## config.mk

```make
export PLATFORM = sky130hd
export DESIGN_NAME = registrador_universal
export DESIGN_NICKNAME = d
export VERILOG_FILES = /design/src/rtl/registrador_universal.sv
export SDC_FILE = /design/constraint.sdc
export NUM_CORES = 1
export LEC_CHECK = 0
export ABC_AREA = 1
export CAP_MARGIN = 25
export CORE_MARGIN = 2
export CORE_UTILIZATION = 45
export CTS_BUF_LIST = sky130_fd_sc_hd__clkbuf_16
export DETAILED_ROUTE_END_ITERATION = 10
export GPL_TIMING_DRIVEN = 1
export MAX_ROUTING_LAYER = met4
export PLACE_DENSITY = 0.77
export SLEW_MARGIN = 20
export SYNTH_ARGS = -nofsm -noshare
export SYNTH_HDL_FRONTEND = slang
export SYNTH_SLANG_ARGS = --single-unit
export TNS_END_PERCENT = 50
```

## constraint.sdc

```tcl
create_clock -name clk -period 2.65 [get_ports clk]
set_input_delay 0.53 -clock clk [delete_from_list [all_inputs] [get_ports clk]]
set_output_delay 0.53 -clock clk [all_outputs]
set_load 0.01 [all_outputs]
```

## src/rtl/registrador_universal.sv

```systemverilog
// Universal shift register (hold/up/down/load) with an automatic load-and-shift burst FSM; 1-cycle update latency.
// Backpressure: en=0 freezes register, counter and FSM, except that DONE always returns to IDLE.
module registrador_universal #(
    parameter int WIDTH  = 7,
    parameter int ROTATE = 0
) (
    input  logic                           clk,
    input  logic                           rst_n,
    input  logic                           en,
    input  logic [1:0]                     ch,
    input  logic                           d,
    input  logic                           d_esq,
    input  logic [WIDTH-1:0]               bits,
    input  logic                           start,
    input  logic [$clog2(WIDTH+1)-1:0]     n_shifts,
    output logic [WIDTH-1:0]               saidas_registrador,
    output logic                           saida_ultimoflip,
    output logic                           saida_primeiroflip,
    output logic                           busy,
    output logic                           done
);

    localparam int CW = $clog2(WIDTH+1);
    localparam logic [CW-1:0] WMAX = CW'(WIDTH);

    typedef enum logic [1:0] {
        IDLE  = 2'd0,
        SHIFT = 2'd1,
        DONE  = 2'd2
    } state_t;

    state_t          state;
    logic [WIDTH-1:0] q;
    logic [CW-1:0]    cnt;

    logic [WIDTH-1:0] shift_up;
    logic [WIDTH-1:0] shift_dn;
    logic [CW-1:0]    load_cnt;

    // In rotate mode the serial inputs are replaced by the bit leaving the opposite end.
    always_comb begin
        shift_up = {q[WIDTH-2:0], (ROTATE != 0) ? q[WIDTH-1] : d};
        shift_dn = {(ROTATE != 0) ? q[0] : d_esq, q[WIDTH-1:1]};
        load_cnt = (n_shifts > WMAX) ? WMAX : n_shifts;
    end

    always_ff @(posedge clk) begin
        if (!rst_n) begin
            q     <= '0;
            cnt   <= '0;
            state <= IDLE;
            busy  <= 1'b0;
            done  <= 1'b0;
        end else begin
            case (state)
                IDLE: begin
                    if (en) begin
                        if (start) begin
                            q    <= bits;
                            cnt  <= load_cnt;
                            busy <= 1'b1;
                            if (load_cnt == '0) begin
                                state <= DONE;
                                done  <= 1'b1;
                            end else begin
                                state <= SHIFT;
                            end
                        end else begin
                            case (ch)
                                2'b01:   q <= shift_up;
                                2'b10:   q <= shift_dn;
                                2'b11:   q <= bits;
                                default: q <= q;
                            endcase
                        end
                    end
                end
                SHIFT: begin
                    if (en) begin
                        q   <= shift_up;
                        cnt <= cnt - CW'(1);
                        if (cnt == CW'(1)) begin
                            state <= DONE;
                            done  <= 1'b1;
                        end
                    end
                end
                DONE: begin
                    state <= IDLE;
                    busy  <= 1'b0;
                    done  <= 1'b0;
                end
                default: begin
                    state <= IDLE;
                    busy  <= 1'b0;
                    done  <= 1'b0;
                end
            endcase
        end
    end

    assign saidas_registrador = q;
    assign saida_ultimoflip   = q[WIDTH-1];
    assign saida_primeiroflip = q[0];

endmodule

```

# After elaboration in Yosys (flattened, before gate mapping)
# Cells that the tools add are included.
dict set report totals {
  ff_bits 14
  input_bits 18
  out_inout_bits 11
}
dict set report classes {
  add_sub_neg 1
  order_cmp 1
  n_eq_ne 11
  n_mux 25
  n_bitwise 1
  reduce_logical 8
}
# cell count
set op_table {}
lappend op_table {{7-bit 2-to-1 mux} 3}
lappend op_table {{7-bit one-hot mux with 3 select lines} 1}
lappend op_table {{7-bit one-hot mux with 2 select lines} 1}
lappend op_table {{3-bit 2-to-1 mux} 4}
lappend op_table {{4-bit AND reduction} 3}
lappend op_table {{2-bit 2-to-1 mux} 5}
lappend op_table {{2-bit != test (second input constant)} 5}
lappend op_table {{1-bit 2-to-1 mux} 7}
lappend op_table {{3-bit one-hot mux with 2 select lines} 1}
lappend op_table {{5-bit by 2-bit != test with 1-bit output (second input constant)} 1}
lappend op_table {{5-bit AND reduction} 1}
lappend op_table {{2-bit by 1-bit == test with 1-bit output (second input constant)} 2}
lappend op_table {{2-bit == test (second input constant)} 2}
lappend op_table {{1-bit one-hot mux with 2 select lines} 2}
lappend op_table {{2-bit one-hot mux with 2 select lines} 1}
lappend op_table {{3-bit by 1-bit == test with 1-bit output (second input constant)} 1}
lappend op_table {{3-bit > comparator (second input constant)} 1}
lappend op_table {{3-bit zero test} 1}
lappend op_table {{3-bit AND reduction} 1}
lappend op_table {{3-bit by 1-bit subtractor with 3-bit output (second input constant)} 1}
lappend op_table {{2-bit zero test} 1}
lappend op_table {{2-bit nonzero test} 1}
lappend op_table {{1-bit inverter} 1}

# Logic depth before layout (Yosys ltp)
dict set report logic_depth {
  ltp_word 7
  ltp_mapped 8
  depth_no_buf 7
}

# Least setup slack after synthesis
# OpenSTA, ideal clock, no wires.
dict set report synth_timing {
  path_kind {input to register}
  from {input ch[1]}
  to {register q[6] (netlist: saidas_registrador[6])}
  setup_ns 0.114
  arrival_time_ns 1.075
  setup_slack_ns 1.461
  stages 7
  n_path_buf 1
  path_cell_list {buf_6 nand2_1 nand2_2 a21oi_1 nand2_1 nand2_1 a21oi_2}
}
dict set report synth_between {
  elab_chain_cells 5
}
# element line
set synth_rtl {}
lappend synth_rtl {{start: declaration} 10} ;# input logic [1:0] ch,
lappend synth_rtl {{2-bit == test or 2-bit by 1-bit == test with 1-bit output (tied branches)} 69} ;# case (ch)
lappend synth_rtl {{7-bit one-hot mux with 3 select lines} 69}
lappend synth_rtl {{7-bit 2-to-1 mux} 58} ;# if (start) begin
lappend synth_rtl {{7-bit 2-to-1 mux} 57} ;# if (en) begin
lappend synth_rtl {{7-bit one-hot mux with 2 select lines} 55} ;# case (state)
lappend synth_rtl {{end signal: assignment} 59} ;# q <= bits;
lappend synth_rtl {{end signal: assignment} 70} ;# 2'b01: q <= shift_up;
lappend synth_rtl {{end signal: assignment} 71} ;# 2'b10: q <= shift_dn;
lappend synth_rtl {{end: declaration} 33} ;# logic [WIDTH-1:0] q;
# Parallel ways exist; a longest one is shown, timed or not. The select of a mux whose other input is x is not followed.
# A chain may end at the register's enable or synchronous reset.

# Final worst setup path
dict set report layout_timing {
  from {register q[5] (netlist: saidas_registrador[5])}
  to {output saidas_registrador[5]}
}
# element line
set layout_lines {}
lappend layout_lines {{end: declaration} 16} ;# output logic [WIDTH-1:0] saidas_registrador,
# No word-level cell between the ends.

==> flow_metrics.py <==
metrics = {
    "run_status": {
        "outcome": "finished clean",
    },
    "cts": {
        "cts.sinks": 14,
        "cts_resized": 0,
        "root_buffer": "clkbuf_16",
        "cts_tree": "built",
        "numCtsBuffers": 3,
        "insertion_delay_ns": 0.24,
        "clockBufferDepth": 2,
        "h-tree-depth": 1,
        "cts_hold_buf": 0,
        "cts_setup_buffers": 0,
        "path_clk_slew_ns": 0.05,
    },
    "die": {
        "core-area_um2": 1980,
        "dieHeight_um": 50,
        "start_util_pct": 48.0,
        "die_w_um": 50,
        "rows": 16,
        "io_pins": 29,
        "die-area_um2": 2500,
    },
    "min_path": {
        "hold_end": "done",
        "hp-start": "done",
        "hold_class": "flop to flop",
        "worstHoldPathCells": 2,
    },
    "logic_synthesis": {
        "synth_top_cell_by_area": "dfxtp_1",
        "synth.distinct_cells": 29,
        "ys_top_cells_by_count": "51 x nand2_1, 14 x dfxtp_1, 14 x inv_1, 14 x nand3_1, 7 x a21oi_2",
        "avgSynthCellArea_um2": 6.61,
        "ys_seq_area_share_pct": 29.4,
        "synth-seq-cells": 14,
        "ys_warn_count": 0,
        "ys_top_cells_by_area": "dfxtp_1 29%, nand2_1 20%, nand3_1 7.4%",
        "syn_nets": 164,
        "syn_area_um2": 952,
        "synthArstFlopShare_pct": 0,
        "synth_top_cell_area_share_pct": 29.4,
        "synth_ff_type": "dfxtp_1",
        "synthCells": 144,
        "synth_edf_count": 0,
        "synth.most_common_cell": "nand2_1",
    },
    "worst_setup_path": {
        "crit_cells": 1,
        "start_kind": "flop",
        "ff2ff_setup_slack_ns": 1.52,
        "crit_buf_inv": 1,
        "worstPathRequired_ns": 2.12,
        "path_cells": "clkdlybuf4s50_1",
        "crit_arrival_ns": 1.21,
        "cp_top_family": "buffers and inverters",
        "worstSetupPathType": "flop to output port",
        "crit-reg2reg-launch": "cnt[0]",
        "rr_worst_depth": 4,
        "max_stage_delay_ns": 0.57,
        "cp_slowest_cell": "clkdlybuf4s50_1",
        "cp_max_fo": 5,
        "r2r-end": "cnt[1]",
        "crit_path_end_kind": "output port",
    },
    "timing": {
        "fin_crit_sh_pct": 65.7,
        "timing.final.ws_setup_ns": 0.908,
        "skew_ns": 0.00194,
        "rsz0062_at_grt": "no",
        "setup_viol": 0,
        "relSlewSlack_pct": 77.1,
        "drv_slew": 0,
        "max_freq_mhz": 574,
        "fin_crit_ns": 1.74,
        "fin_setup_tns_ns": 0,
        "worstMarginPinSlew_ns": 0.343,
        "final-hold-violation-count": 0,
    },
    "placement": {
        "place_hpwl_um": 1760,
        "dp_slack_ns": 0.750,
        "place_congestion": 0.838,
        "numPortBuffers": 28,
    },
    "drt": {
        "ant_nets": 0,
        "wirelength_um": 2400,
        "wl_per_cell_um": 12.0,
        "vias_per_cell": 5.04,
        "via_count": 1007,
        "drtPass1Iterations": 4,
        "drt_iter0_drc": 15,
        "drc": 0,
    },
    "layout": {
        "fill_cells": 173,
        "regArea_um2": 280,
        "syn_to_final_growth_pct": 38.9,
        "num_antenna_cells": 0,
        "multi_input_area_um2": 561,
        "nNetsFinal": 194,
        "layout-drive-gt1-share_pct": 15.6,
    },
    "run": {
        "drv_cap": 0,
    },
    "pwr": {
        "p_leak_nw": 0.597,
        "ir_worst_vdd_mv": 0.413,
        "p_per_area_nw_per_um2": 577,
    },
    "global_route": {
        "antenna_found_initial": 0,
        "grt.total_usage_pct": 22.0,
        "grt_pass1_wl_um": 4080,
        "grt_max_degree": 12,
        "grt_pass1_vias": 972,
        "overflow": 0,
    },
}
==> how the worst max path moves through the flow <==
stage,startpoint,endpoint,slack [ns]
global route,saidas_registrador[5],saidas_registrador[5],0.86
global placement,ch[1],saidas_registrador[1],0.81
CTS,saidas_registrador[5],saidas_registrador[5],0.90
finish,saidas_registrador[5],saidas_registrador[5],0.91
floorplan,ch[1],saidas_registrador[6],1.46
detailed placement,ch[1],saidas_registrador[2],0.75
==> where the power goes <==
part	total, W	leakage, nW	switching (W)	internal [W]
registers	0.000254	0.115	0.0000207	0.000233
clock network	0.000288	0.0385	0.0000882	0.000200
logic	0.000221	0.443	0.000119	0.000102
total	0.000763	0.597	0.000228	0.000535
==> per-stage QoR <==
stage | power [W] | area [um2] | cells | hold WS, ns | utilization [%]
after floorplan | 0.000392 | 952 | 144 | 0.452 | -
after global placement | 0.000472 | 1240 | 196 | 0.453 | 62.8
after detailed placement | 0.000476 | 1240 | 196 | 0.459 | 62.8
after CTS | 0.000766 | 1320 | 200 | 0.466 | 66.7
after global routing | 0.000809 | 1320 | 200 | 0.489 | 66.7
final | 0.000763 | 1320 | 200 | 0.459 | 66.7
==> cells by family after synthesis <==
family / share of synthesized area, %
and+or+nand+nor: 42.8
buffers and inverters: 11.7
adders and majority gates: 2.63
AOI/OAI and AO/OA: 13.4
DFF: 29.4
==> per-layer routing <==
layer  GRT usage [%]  share of wire (%)
met5               -                  0
met4            10.2                1.8
met3            5.45                3.8
met2            35.3                 49
met1            25.5                 45
==> flip-flops by register name, indices dropped and copies added, names as in the netlist <==
signal / cells
saidas_registrador: 7
busy: 1
state: 2
done: 1
cnt: 3
==> area by class of cell <==
class | count | share of cell area [%]
Clock buffer | 3 | 5.68
Inverter | 20 | 6.15
Timing Repair Buffer | 29 | 21.8
Sequential cell | 14 | 21.2
Clock inverter | 1 | 0.284
Tap cell | 27 | 2.55
Multi-Input combinational cell | 106 | 42.4
==> cell usage in the layout (no fill, tap or decap), types with 2 or more instances in the layout <==
| cell | count |
|---|---|
| inv_1 | 14 |
| clkdlybuf4s50_1 | 28 |
| inv_2 | 3 |
| nand3_2 | 2 |
| o21ai_1 | 2 |
| a21oi_2 | 7 |
| nor2_1 | 5 |
| o21ai_0 | 4 |
| nand2_1 | 51 |
| nand3_1 | 14 |
| clkbuf_16 | 3 |
| a21oi_1 | 3 |
| nand2_4 | 3 |
| dfxtp_1 | 14 |
| inv_4 | 2 |
| nor2_4 | 2 |
| ha_1 | 2 |
| nand2_2 | 2 |
No activity file was read; power rests on OpenSTA's default activity.
